==> src/rtl/uart_tx_arb.sv <==
// uart_tx_arb: round-robin arbiter that shares one uart_tx among NUM_REQ byte producers.
//
// state | meaning
// IDLE  | no transfer owned; arbitrate when any req_i is set and tx_busy_i is low
// ARM   | byte latched, tx_e_o pulsed; waiting for tx_busy_i to rise (bounded)
// SEND  | frame in progress; waiting for tx_busy_i to fall
// GAP   | optional idle spacing before the next arbitration
module uart_tx_arb #(
  parameter int NUM_REQ     = 4,
  parameter int ARM_TIMEOUT = 16,
  parameter int GAP_CLKS    = 0
) (
  input  logic                 clk,
  input  logic                 reset,
  input  logic [NUM_REQ-1:0]   req_i,
  input  logic [NUM_REQ*8-1:0] d_i,
  output logic [NUM_REQ-1:0]   ack_o,
  output logic [NUM_REQ-1:0]   grant_o,
  output logic                 tx_e_o,
  output logic [7:0]           tx_d_o,
  input  logic                 tx_busy_i,
  output logic                 busy_o,
  output logic                 err_o
);

  localparam int PW      = (NUM_REQ < 2) ? 1 : $clog2(NUM_REQ);
  localparam int IW      = PW + 1;
  localparam int CNT_MAX = (ARM_TIMEOUT > GAP_CLKS) ? ARM_TIMEOUT : GAP_CLKS;
  localparam int CW      = (CNT_MAX < 2) ? 1 : $clog2(CNT_MAX);

  localparam logic [CW-1:0]      ARM_LOAD = CW'(ARM_TIMEOUT - 1);
  localparam logic [CW-1:0]      GAP_LOAD = CW'((GAP_CLKS > 0) ? GAP_CLKS - 1 : 0);
  localparam logic [PW-1:0]      PTR_RST  = PW'(NUM_REQ - 1);
  localparam logic [NUM_REQ-1:0] ONE      = NUM_REQ'(1);

  typedef enum logic [1:0] {ST_IDLE, ST_ARM, ST_SEND, ST_GAP} state_t;

  state_t               state_q, state_d;
  logic [PW-1:0]        ptr_q, ptr_d;
  logic [CW-1:0]        cnt_q, cnt_d;
  logic [NUM_REQ-1:0]   grant_q, grant_d;
  logic [NUM_REQ-1:0]   ack_q, ack_d;
  logic [7:0]           tx_d_q, tx_d_d;
  logic                 tx_e_q, tx_e_d;
  logic                 err_q, err_d;
  logic                 busy_q, busy_d;

  logic                 win_found;
  logic [PW-1:0]        win_idx;
  logic [IW-1:0]        rr_idx;
  logic [7:0]           win_byte;

  // Round-robin search: first set request strictly after the last winner, with wrap.
  always_comb begin
    win_found = 1'b0;
    win_idx   = '0;
    rr_idx    = '0;
    for (int i = 1; i <= NUM_REQ; i++) begin
      rr_idx = {1'b0, ptr_q} + IW'(i);
      if (rr_idx >= IW'(NUM_REQ)) rr_idx = rr_idx - IW'(NUM_REQ);
      if (!win_found && req_i[rr_idx[PW-1:0]]) begin
        win_found = 1'b1;
        win_idx   = rr_idx[PW-1:0];
      end
    end
    win_byte = d_i[{win_idx, 3'b000} +: 8];
  end

  // Sequencer next-state; pulses default low so they last exactly one cycle.
  always_comb begin
    state_d = state_q;
    ptr_d   = ptr_q;
    cnt_d   = cnt_q;
    grant_d = grant_q;
    tx_d_d  = tx_d_q;
    tx_e_d  = 1'b0;
    ack_d   = '0;
    err_d   = 1'b0;
    case (state_q)
      ST_IDLE: begin
        if (win_found && !tx_busy_i) begin
          tx_d_d  = win_byte;
          tx_e_d  = 1'b1;
          ack_d   = ONE << win_idx;
          grant_d = ONE << win_idx;
          ptr_d   = win_idx;
          cnt_d   = ARM_LOAD;
          state_d = ST_ARM;
        end
      end
      ST_ARM: begin
        if (tx_busy_i) begin
          state_d = ST_SEND;
        end else if (cnt_q == '0) begin
          err_d   = 1'b1;
          grant_d = '0;
          state_d = ST_IDLE;
        end else begin
          cnt_d = cnt_q - 1'b1;
        end
      end
      ST_SEND: begin
        if (!tx_busy_i) begin
          grant_d = '0;
          if (GAP_CLKS == 0) begin
            state_d = ST_IDLE;
          end else begin
            cnt_d   = GAP_LOAD;
            state_d = ST_GAP;
          end
        end
      end
      ST_GAP: begin
        if (cnt_q == '0) state_d = ST_IDLE;
        else             cnt_d   = cnt_q - 1'b1;
      end
      default: state_d = ST_IDLE;
    endcase
    busy_d = (state_d != ST_IDLE);
  end

  // State and registered outputs; reset drops everything immediately.
  always_ff @(posedge clk or posedge reset) begin
    if (reset) begin
      state_q <= ST_IDLE;
      ptr_q   <= PTR_RST;
      cnt_q   <= '0;
      grant_q <= '0;
      ack_q   <= '0;
      tx_d_q  <= 8'h00;
      tx_e_q  <= 1'b0;
      err_q   <= 1'b0;
      busy_q  <= 1'b0;
    end else begin
      state_q <= state_d;
      ptr_q   <= ptr_d;
      cnt_q   <= cnt_d;
      grant_q <= grant_d;
      ack_q   <= ack_d;
      tx_d_q  <= tx_d_d;
      tx_e_q  <= tx_e_d;
      err_q   <= err_d;
      busy_q  <= busy_d;
    end
  end

  assign ack_o   = ack_q;
  assign grant_o = grant_q;
  assign tx_e_o  = tx_e_q;
  assign tx_d_o  = tx_d_q;
  assign busy_o  = busy_q;
  assign err_o   = err_q;

endmodule

==> config.mk <==
export PLATFORM = sky130hd
export DESIGN_NAME = uart_tx_arb
export DESIGN_NICKNAME = d
export VERILOG_FILES = /design/src/rtl/uart_tx_arb.sv
export SDC_FILE = /design/constraint.sdc
export NUM_CORES = 1
export LEC_CHECK = 0
export CORE_MARGIN = 3
export CORE_UTILIZATION = 40
export DETAILED_ROUTE_END_ITERATION = 7
export PLACE_DENSITY = 0.73
export SETUP_SLACK_MARGIN = 0.4
export SLEW_MARGIN = 20
export SYNTH_ARGS = -nofsm -noshare
export SYNTH_HDL_FRONTEND = slang
export SYNTH_SLANG_ARGS = --single-unit
==> constraint.sdc <==
create_clock -name clk -period 1.8 [get_ports clk]
set_input_delay 0.54 -clock clk [delete_from_list [all_inputs] [get_ports clk]]
set_output_delay 0.54 -clock clk [all_outputs]
set_load 0.01 [all_outputs]
## Word-level counts from Yosys, hierarchy flattened

Cells that the tools add are included.
W data, S select, Z words.

- Add/subtract/negate cells: 9
- Order comparisons: 8
- Equal/unequal tests: 7
- Shift-type cells: 2
- Mux-type cells: 41
- Bitwise gates (word level): 1
- Reductions and logical operators: 15

Operators with widths:

| operator | count |
|---|---|
| $mux W4 | 9 |
| $shiftx A32 B6 Y8 | 1 |
| $mux W2 | 12 |
| $pmux W4 S3 | 2 |
| $mux W1 | 13 |
| $ge A3 B3 Y1 const B | 4 |
| $lt A2 B3 Y1 const B | 4 |
| $bmux W1 S2 | 4 |
| $ne A2 B2 Y1 const B | 4 |
| $pmux W2 S4 | 1 |
| $sub A2 B1 Y2 const B | 4 |
| $add A2 B2 Y3 const B | 2 |
| $reduce_and A5 Y1 | 1 |
| $eq A2 B2 Y1 const B | 2 |
| $logic_and A1 B1 Y1 | 4 |
| $logic_not A1 Y1 | 4 |
| $logic_not A4 Y1 | 1 |
| $shl A1 B2 Y4 const A | 1 |
| $sub A4 B1 Y4 const B | 1 |
| $add A2 B1 Y3 const B | 1 |
| $add A2 B3 Y3 const B | 1 |
| $reduce_and A3 Y1 | 1 |
| $reduce_bool A3 Y1 | 1 |
| $eq A2 B1 Y1 const B | 1 |
| 4 further kinds | 4 |

- Bits in registers: 27
- Bits of input ports: 39
- Output and inout port bits: 19
- Logic and storage cells: 92

## Depth between registers and ports, before layout

- Depth in word-level cells: 19
- Gate-level depth with buffers: 8
- Mapped depth without buffers: 7

## Worst setup path before layout

No wires, ideal clock.

- Kind: reg2reg
- Start: reg state_q[1]
- End: reg grant_q[1] (netlist: grant_o[1])
- Library setup time: 0.104 ns
- Arrival: 1.666 ns
- Data required time: 1.696 ns
- Path slack: 0.031 ns
- Cell stages (with the launch flop): 7
- Path buffers: 1
- Period minus slack after synthesis: 1.769 ns
- Path through: dfrtp_1 > inv_1 > ha_1 > clkbuf_1 > o311ai_1 > nand2_1 > o41ai_2

- Cells in the longest elaborated chain, start to end: 3
- Elaborated cells between the ends (all ways): 10
- Those cells by class: eq/ne: 6; mux: 1; reduce/logical: 3

Ends and longest elaborated chain:

| element | line | text |
|---|---|---|
| start: declaration | 38 | `state_t state_q, state_d;` |
| start signal: assignment | 135 | `state_q <= state_d;` |
| $eq A2 B1 Y1, or another cell as far along | 79 | `case (state_q)` |
| $ne A2 B2 Y1 (no line) or $reduce_bool A3 Y1 (tied branches) | n/a |  |
| $reduce_and A5 Y1 (no line) | n/a |  |
| end signal: assignment | 138 | `grant_q <= grant_d;` |
| end: declaration | 41 | `logic [NUM_REQ-1:0] grant_q, grant_d;` |

Parallel ways exist; a longest one is shown, timed or not.
A chain may end at the register's enable or synchronous reset.

## Worst setup path in the final report

- Start: in req_i[1]
- End: reg ack_q[0] (netlist: ack_o[0])

- Cells in the longest elaborated chain, start to end: 15
- Elaborated cells between the ends (all ways): 26
- Those cells by class: shift: 1; mux: 18; reduce/logical: 7

Ends and longest elaborated chain:

| element | line | text |
|---|---|---|
| start: declaration | 15 | `input logic [NUM_REQ-1:0] req_i,` |
| $bmux W1 S2 | 61 | `if (!win_found && req_i[rr_idx[PW-1:0]]) begin` |
| $mux W1 (not written as such) | 61 |  |
| $mux W1 | 61 |  |
| $logic_not A1 Y1 | 61 |  |
| $logic_and A1 B1 Y1 | 61 |  |
| $mux W1 | 61 |  |
| $logic_not A1 Y1 | 61 |  |
| $logic_and A1 B1 Y1 | 61 |  |
| $mux W1 | 61 |  |
| $logic_not A1 Y1 | 61 |  |
| $logic_and A1 B1 Y1 | 61 |  |
| $mux W2 or $mux W1 (tied branches) | 61 |  |
| $shl A1 B2 Y4 or $logic_and A1 B1 Y1 (tied branches) | 84, 81 |  |
| $mux W4 (*) | 81 | `if (win_found && !tx_busy_i) begin` |
| $mux W4 (*) | 79 |  |
| net ack_d[0] | 42 | `logic [NUM_REQ-1:0] ack_q, ack_d;` |
| end signal: assignment | 139 | `ack_q <= ack_d;` |
| end: declaration | 42 |  |

Mark *: on every way through the listed nets, which the timed path passes. The rest lies on a longest branch. The select of a mux whose other input is x is not followed.

==> flow_metrics.tcl <==
set metrics [dict create \
    status "complete, no violations" \
    worstPathRequired_ps 1970 \
    synth.distinct_cells 45 \
    dp_slack_ps -545.4 \
    crit_top_cell "buf_6" \
    cts_tree "done" \
    num_vias 1688 \
    drt-initial-drc-count 85 \
    detail-route-antenna-nets 0 \
    numCtsBuffers 3 \
    rr_startpoint "state_q[0]" \
    synth_compound_gate_area_share 0.2402 \
    yosysTopAreaCell "dfrtp_1" \
    antenna_found_initial 0 \
    cp-end-kind "register" \
    seq_area_frac_synth 0.4254 \
    rows 22 \
    swShare 0.4290 \
    place_congestion 0.8626 \
    syn_avg_cell_area_um2 10.22 \
    synth-async-reset-ratio 1.000 \
    max_slew.worst_pin.slew_ps 526.9 \
    timing.fmax_mhz 564.6 \
    cp.arrival_ps 1940 \
    clk_transition_reported_paths_ps 100 \
    coreArea_mm2 0.003744 \
    ctsHoldBuffers 0 \
    setup_tns_ps 0 \
    fp.dieW_um 69.13 \
    hold_viol_final 0 \
    slew_violations 0 \
    crit_buf_inv 5 \
    min_period_over_period 0.9840 \
    grt_pass1_vias 1748 \
    ys.flop_type "dfrtp_1" \
    leakagePower_nw 1.312 \
    grt_remaining_overflow 0 \
    start_kind "input pin" \
    root_buffer "clkbuf_8" \
    fillers 224 \
    grt_usage 0.2218 \
    die_area_mm2 0.004778 \
    layout.nets 308 \
    initial_core_util 0.4258 \
    netlist_instances 156 \
    powerDensity_mw_per_mm2 1432 \
    pwr-share-clk 0.083 \
    ys_top_cells_by_area "dfrtp_1 39%, mux2i_1 5.0%, nor2_1 4.9%" \
    vias_per_cell 5.428 \
    final_cell_area_mm2 0.002932 \
    synth_mux_area_frac 0.05024 \
    maxCapViolCount 0 \
    fin_ws_ps 28.84 \
    synth_warnings 0 \
    remaining_drc_errors 0 \
    worstSkewPairLatency_ps 270 \
    crit_start "req_i[1]" \
    peakVddDrop_mv 1.076 \
    skew_ps 5.259 \
    grt_pass1_wl_um 8652 \
    placed_cell_area_mm2 0.002435 \
    regArea_um2 678.2 \
    cts.sinks 27 \
    slowest_delay_ps 450 \
    yosysTopAreaCellShare 0.3925 \
    first_pass_iters 4 \
    rsz0062_at_grt "true" \
    multi_input_area_mm2 0.001219 \
    grt_max_degree 22 \
    maxSlewHeadroom 0.6479 \
    p_total_mw 4.197 \
    io_buffer_count 57 \
    synth_xor_area_frac 0 \
    min_period_ps 1771 \
    p_sw_mw 1.801 \
    setup_viol 0 \
    cell_internal_pwr_mw 2.396 \
    cp_max_fo 5 \
    hp-class "input pin to asynchronous set/reset pin" \
    syn-cell-area_mm2 0.001594 \
    clockBufferDepth 2 \
    crit_chain "buf_6 > buf_6 > or2_4 > a311o_2 > buf_12 > nand2_8 > buf_6 > buf_6 > nor2_2" \
    die-height_um 69.13 \
    syn_nets 200 \
    layout-drive-gt1-share 0.5513 \
    criticalPathCategory "input pin to register" \
    yosys.area_share.adder 0.03925 \
    routedWlPerCell_um 18.51 \
    synthTopCellsByCount "25 x dfrtp_1, 21 x nor2_1, 10 x nand2_1" \
    h-tree-depth 1 \
    ys_ff_latch 27 \
    antenna_cells 0 \
    critPathTopFamily "buffers and inverters" \
    synth_top_family_by_area "compound AO/OA/AOI/OAI gates" \
    wirelength_um 5756 \
    hpwl_um 3428 \
    crit_slowest_cell "a311o_2" \
    combPwrFrac 0.668 \
    area_delta_synth_final_pct 83.91 \
    synth_edf_count 0 \
    power_frac_seq 0.249 \
    yosysMostFrequentCell "dfrtp_1" \
    synth-simple-area-share 0.2002 \
    io_pins 58 \
]
[cells in the final DEF (no fill, tap or decap), drive strengths merged, types with 6 or more instances in the layout]
| master | n |
|---|---|
| and2 | 8 |
| nand2 | 12 |
| a211oi | 9 |
| a21oi | 6 |
| nor2 | 23 |
| inv | 8 |
| clkbuf | 7 |
| a221oi | 7 |
| clkdlybuf4s50 | 33 |
| buf | 67 |
| dfrtp | 25 |
| mux2i | 8 |
[state kept, by name, summed over array words and instances (netlist names)]
| register | cells |
|---|---|
| tx_d_o | 8 |
| ack_o | 4 |
| cnt_q | 4 |
| grant_o | 4 |
| ptr_q | 2 |
| state_q | 2 |
| busy_o | 1 |
| err_o | 1 |
| tx_e_o | 1 |
[kinds of logic (layout without fill, tap and decap cells)]
kind of cell               Yosys count  count (layout)
AOI/OAI and AO/OA                   43              43
muxes                                8               8
DFF                                 27              27
adders and majority gates            5               5
and+or+nand+nor                     60              63
buffers and inverters               13             117
[what timing repair did]
item,CTS,global route
setup buffers,17,12
resized for setup,126,28
pin swaps,19,26
endpoints found under the hold margin,0,0
gates cloned,3,0
setup endpoints to repair,45,31
[layout make-up]
class / count / area share
Timing Repair Buffer: 105 / 0.3039
Clock inverter: 1 / 0.001707
Tap cell: 48 / 0.02049
Sequential cell: 27 / 0.2313
Multi-Input combinational cell: 119 / 0.4157
Clock buffer: 3 / 0.01408
Inverter: 8 / 0.01280
[metrics by stage]
stage,instances,hold WS (ps),utilization
2_1_floorplan,156,462.5,-
3_3_place_gp,275,472.6,0.6504
3_5_place_dp,275,490.5,0.6504
4_1_cts,299,514.5,0.7380
5_1_grt,311,530.4,0.7831
6_report,311,507.1,0.7831
[power by group through the flow]
stage	Sequential, mW	Clock, mW	Combinational (mW)
after global routing	1.07	0.381	2.98
after floorplan	1.09	0	1.19
after global placement	1.03	0	1.90
after CTS	1.03	0.349	2.44
after detailed placement	1.05	0	1.97
final	1.04	0.349	2.80
[per-layer routing]
| layer | track usage | vias to the layer above | wire, um | share of wire |
|---|---|---|---|---|
| met1 | 0.2760 | 842 | 2415 | 0.42 |
| met5 | 0 | - | 0 | 0 |
| met4 | 0.04989 | 0 | 100 | 0.017 |
| met2 | 0.4089 | 45 | 3008 | 0.52 |
| met3 | 0.02332 | 8 | 232 | 0.040 |
| li1 | - | 793 | - | - |
[final timing paths]
path	end	slack [ps]	cells after the start
worst max register to register	grant_o[2]	50	6
worst min register to register	grant_o[3]	520	2
worst min-delay path	ack_o[3]	510	2
max in group asynchronous	ptr_q[1]	800	3
worst max-delay path	ack_o[0]	30	9
min in group clk	grant_o[3]	520	2
Note: power is estimated with default switching activity, not from simulation.
==> RTL edit 1: new RTL, config.mk and constraints unchanged <==
The output `err_o` loses its register stage (`err_q` becomes a continuous assignment).
--- a/src/rtl/uart_tx_arb.sv
+++ b/src/rtl/uart_tx_arb.sv
@@ -129,7 +129,6 @@
       ack_q   <= '0;
       tx_d_q  <= 8'h00;
       tx_e_q  <= 1'b0;
-      err_q   <= 1'b0;
       busy_q  <= 1'b0;
     end else begin
       state_q <= state_d;
@@ -139,10 +138,11 @@
       ack_q   <= ack_d;
       tx_d_q  <= tx_d_d;
       tx_e_q  <= tx_e_d;
-      err_q   <= err_d;
       busy_q  <= busy_d;
     end
   end
+
+  assign err_q = err_d;
 
   assign ack_o   = ack_q;
   assign grant_o = grant_q;
Check against the original RTL: no difference found for any inputs over 10 cycles, from zero or initial values and one cycle with reset high; that may be too few to reach the edited logic, so the function may still have changed.
==> RTL edit 1 against the original RTL <==
- the flow now finishes with violations (negative setup slack)
- synthesized cell count fell by 0.64%
- combinational power rose by 25%
- sequential cell count fell by 1
- non-clock buffer count rose by 16
- design area rose by 12%
- largest power group unchanged
- synthesized area fell by 1.6%
- wire length rose by 34%
- setup slack got worse by 0.23 ns
- clock power rose by 51%
- total power rose by 20%
- clock skew fell by 0.0033 ns
==> RTL edit 1: results (changes against the original RTL) <==
INFO  outcome        outcome=complete, but fails checks
INFO  outcome        failed_checks=negative setup slack
INFO  detailed_routing met3_wirelength=432um [+86%]
INFO  sta            finalSetupTns=-0.485ns [-0.485 ns]
INFO  setup_path     critPathArrivalTime=1.46ns [-0.48 ns]
INFO  finish         fraction_of_layout_cells_with_a_size_suffix_above_1=0.632 [+0.0804]
INFO  placement      place_ws=-0.532ns [+0.0129 ns]
INFO  logic_synthesis synth-compound-area-share=0.244 [+0.00383]
INFO  pwr            switching_share=0.441 [+0.0115]
INFO  finish         n_all_buffers=121 [+15%]
INFO  finish         final_layout_net_count=322 [+4.5%]
INFO  setup_path     r2r-start=cnt_q[0]$_DFFE_PP0P_
INFO  setup_path     r2r_end=grant_o[0]$_DFFE_PP0P_
INFO  detailed_routing route.vias.total=1,892 [+12%]
INFO  clock_network  worstSkewPairLatency=0.29ns [+0.02 ns]
INFO  setup_path     crit_path_end=err_o
INFO  global_route   met1_track_usage_gr=0.307 [+0.0305]
INFO  detailed_routing drt_iter0_drc=121 [+42%]
INFO  setup_path     critPathTopFamily=simple AND/OR/NAND/NOR gates
INFO  sta            postLayoutSetupSlackWorst=-0.196ns [-0.225 ns]
INFO  global_route   groute.usage.overall=0.275 [+0.0532]
INFO  finish         multi_input_gates=118 [-0.84%]
INFO  detailed_routing detail_route.wirelength.met1=2840um [+18%]
INFO  sta            total_of_endpoints_with_negative_setup_slack_in_the_final_report=8 [+8]
INFO  setup_path     cp-start-kind=register
INFO  finish         final_design_area_no_fill=3290um2 [+12%]
INFO  sta            final.setup_skew=0.00199ns [-0.00326 ns]
INFO  pwr            clk-power=0.000527W [+51%]
INFO  global_route   pin_count_of_the_biggest_net_entering_global_routing=27 [+23%]
INFO  placement      gp_congestion=0.839 [-2.7%]
INFO  pwr            power_per_cell_area=1540nW/um2 [+7.3%]
INFO  logic_synthesis synth_common_cells=sky130_fd_sc_hd__dfrtp_1, sky130_fd_sc_hd__nor2_1, sky130_fd_sc_hd__nand2_1, sky130_fd_sc_hd__and2_1, sky130_fd_sc_hd__mux2i_1
INFO  placement      placement.cell_area=2520um2 [+3.4%]
INFO  global_route   globalRouteMet3Util=0.0405 [+0.0172]
INFO  finish         area.sequential=653um2 [-3.7%]
INFO  setup_path     cpPeakStageDelay=0.41ns [-0.04 ns]
INFO  logic_synthesis post_synth_fa_ha_maj_area_fraction=0.0399 [+0.000626]
INFO  sta            worst-slew-pin-transition=0.657ns [+0.131 ns]
INFO  pwr            vdd_ir_drop_max=0.000925V [-14%]
INFO  finish         layout.buffer.nonclock.area_share=0.333 [+0.0296]
INFO  finish         clock_tree_area_fraction=0.0217 [+0.00591]
==> RTL edit 1: cell types whose count changed in the layout (fill, tap and decap cells not counted), moves of 3 or more <==
| cell | delta |
|---|---|
| sky130_fd_sc_hd__buf_6 | +8 |
| sky130_fd_sc_hd__buf_4 | +7 |
| sky130_fd_sc_hd__a221oi_2 | -4 |
| sky130_fd_sc_hd__a221oi_4 | +4 |
| sky130_fd_sc_hd__nor2_1 | -4 |
| sky130_fd_sc_hd__nor2_4 | +4 |
| sky130_fd_sc_hd__nand2_1 | -3 |
==> RTL edit 1: cell families after synthesis <==
| family | count (synthesis) |
|---|---|
| multiplexers | 8 |
| AND/OR/NAND/NOR | 60 |
| adder cells (fa/ha/maj) | 5 |
| buffers and inverters | 13 |
| AO/OA/AOI/OAI | 43 |
| flip-flops | 26 |
==> RTL edit 1: repair_timing <==
item	CTS	global route
gates resized for setup	151	42
setup endpoints to repair	45	33
pin swaps	24	20
setup buffers	18	13
cloned	3	0
==> RTL edit 2: new RTL, same flow settings <==
Without the edit above. The parameter `NUM_REQ` goes from 4 to 16.
--- a/src/rtl/uart_tx_arb.sv
+++ b/src/rtl/uart_tx_arb.sv
@@ -6,7 +6,7 @@
 // SEND  | frame in progress; waiting for tx_busy_i to fall
 // GAP   | optional idle spacing before the next arbitration
 module uart_tx_arb #(
-  parameter int NUM_REQ     = 4,
+  parameter int NUM_REQ     = 16,
   parameter int ARM_TIMEOUT = 16,
   parameter int GAP_CLKS    = 0
 ) (
Interface: changed (resized ack_o, d_i, grant_o and req_i); port bits go from 58 to 190. The function was not compared with the original's and may differ.
==> RTL edit 2 against the original RTL <==
- sequential share of layout area decreased by 10 points
- synthesized cell count increased to 4.0 times the old value
- via count increased to 4.2 times the old value
- setup slack got worse by 2.7 ns
- synthesized area increased to 3.7 times the old value
- non-clock buffer count increased by 319
- the flow now finishes with violations (negative setup slack)
- register-to-register slack got worse by 2.7 ns
- largest cell class unchanged
- wire length increased to 4.5 times the old value
- design area increased to 3.5 times the old value
- sequential cell count increased by 26
- highest routed layer unchanged
Power is not shown: default switching activity piles up to over one toggle a cycle in this logic, so the estimate is an artifact.
==> RTL edit 2: results (changes against the original RTL) <==
INFO  finish         fraction_of_layout_cells_with_a_size_suffix_above_1=0.436 [-0.115]
INFO  setup_path     critPathArrivalTime=4.63ns [+2.69 ns]
INFO  setup_path     critical_path.max_fanout=11 [+6]
INFO  logic_synthesis synth.yosys.seq_area_share=0.224 [-0.202]
INFO  global_route   groute.usage.overall=0.309 [+0.0874]
INFO  logic_synthesis synth_common_cells=sky130_fd_sc_hd__mux2i_1, sky130_fd_sc_hd__nor2_1, sky130_fd_sc_hd__nand2_1, sky130_fd_sc_hd__dfrtp_1, sky130_fd_sc_hd__o21ai_0
INFO  sta            postLayoutSetupSlackWorst=-2.67ns [-2.69 ns]
INFO  global_route   first_global_vias=7,288 [+320%]
INFO  sta            final.setup_skew=0.00636ns [+0.00110 ns]
INFO  setup_path     critPathTopFamily=multiplexers
INFO  logic_synthesis number_of_nets_produced_by_synthesis=783 [+290%]
INFO  logic_synthesis post_synth_main_area_contributors=sky130_fd_sc_hd__dfrtp_1, sky130_fd_sc_hd__mux2i_1, sky130_fd_sc_hd__mux4_2
INFO  finish         final_layout_net_count=1,180 [+280%]
INFO  detailed_routing post_drt_wl_per_cell=21.6um [+17%]
INFO  global_route   grt_pass1_wl=40,000um [+360%]
INFO  clock_network  worst_setup_hold_path_clk_slew=0.07ns [-0.03 ns]
INFO  placement      place_ws=-2.91ns [-2.36 ns]
INFO  setup_path     critical-path-slowest-cell=sky130_fd_sc_hd__dfstp_2
INFO  logic_synthesis yosysUniqueCellTypes=81 [+80%]
INFO  global_route   globalRouteMet3Util=0.0500 [+0.0267]
INFO  outcome        outcome=complete, but fails checks
INFO  sta            max_slew_margin_vs_limit=0.702 [+0.0544]
INFO  global_route   met1_track_usage_gr=0.403 [+0.127]
INFO  sta            finalSetupTns=-123.20ns [-123.20 ns]
INFO  sta            total_of_endpoints_with_negative_setup_slack_in_the_final_report=52 [+52]
INFO  global_route   pin_count_of_the_biggest_net_entering_global_routing=20 [-9.1%]
INFO  clock_network  numCtsBuffers=5 [+2]
INFO  placement      detailedPlacementHpwl=19,200um [+460%]
INFO  placement      placement.io_buffers=189 [+230%]
INFO  outcome        failed_checks=negative setup slack
INFO  detailed_routing route.vias.total=7,102 [+320%]
INFO  placement      gp_congestion=0.969 [+12%]
INFO  finish         fillerInstances=994 [+340%]
INFO  detailed_routing drt_iter0_drc=666 [+680%]
INFO  clock_network  cts_htree_levels=2 [+1]
-- RTL edit 2: cell types whose count changed after synthesis, sizes merged, moves of 23 or more --
cell and change:
a21oi +24, mux4 +37, nand3 +23, o21ai +37, mux2i +93, dfrtp +24
nand2 +44, nor2 +35
-- RTL edit 2: final cells by class --
class,instances,share of cell area
inverter,17,0.00782
tap,180,0.0216
sequential,53,0.128
multi-input combinational,519,0.464
clock inverter,3,0.00241
clock buffer,5,0.0120
timing repair buffer,424,0.364
-- RTL edit 2: kinds of logic (layout without fill, tap and decap cells) --
| kind of cell | count (synthesis) | after routing | share of synthesized area |
|---|---|---|---|
| xor+xnor | 13 | 13 | 0.0204 |
| fa+ha+maj | 13 | 13 | 0.0273 |
| mux | 151 | 151 | 0.343 |
| flops | 53 | 53 | 0.224 |
| buf+inv | 54 | 449 | 0.0568 |
| compound gates | 148 | 151 | 0.168 |
| simple gates | 191 | 191 | 0.161 |
-- RTL edit 2: tightest hold or removal path: cells and delay by family (launching register included) --
kind               cells  cell delay [ns]
AOI/OAI and AO/OA      1             0.05
DFF                    1             0.35
and+or+nand+nor        1             0.06
-- RTL edit 2: what timing repair did --
action / CTS / global route
gates resized for setup: 299 / 25
gates cloned: 7 / 0
endpoints found under the setup margin: 95 / 57
endpoints found under the hold margin: 0 / 0
setup buffers: 30 / 10
pin swaps: 20 / 8
-- RTL edit 2: metal layers --
layer | share of wire | up-vias
li1 | - | 3204
met1 | 0.39 | 3423
met3 | 0.079 | 81
met4 | 0.036 | 0
met5 | 0 | -
met2 | 0.49 | 394
-- RTL edit 2: through the flow --
step,utilization,cells,area (um2)
2_1_floorplan,-,623,6110
3_3_place_gp,0.667,1146,9480
3_5_place_dp,0.667,1146,9480
4_1_cts,0.720,1191,10200
5_1_grt,0.732,1201,10400
6_report,0.732,1201,10400
-- RTL edit 2: path summary, 6_finish.rpt --
| kind | startpoint | endpoint | slack, ns | cells past startpoint |
|---|---|---|---|---|
| setup / recovery | ptr_q[1]$_DFFE_PP1P_ | tx_d_o[1]$_DFFE_PP0P_ | -2.67 | 17 |
| hold / removal | grant_o[13]$_DFFE_PP0P_ | grant_o[13]$_DFFE_PP0P_ | 0.49 | 2 |
| setup reg to reg | ptr_q[1]$_DFFE_PP1P_ | tx_d_o[1]$_DFFE_PP0P_ | -2.67 | 17 |
| hold reg to reg | grant_o[13]$_DFFE_PP0P_ | grant_o[13]$_DFFE_PP0P_ | 0.49 | 2 |
| max in group asynchronous | reset | ptr_q[0]$_DFFE_PP1P_ | 0.79 | 3 |
| min in group asynchronous | reset | grant_o[4]$_DFFE_PP0P_ | 0.54 | 2 |
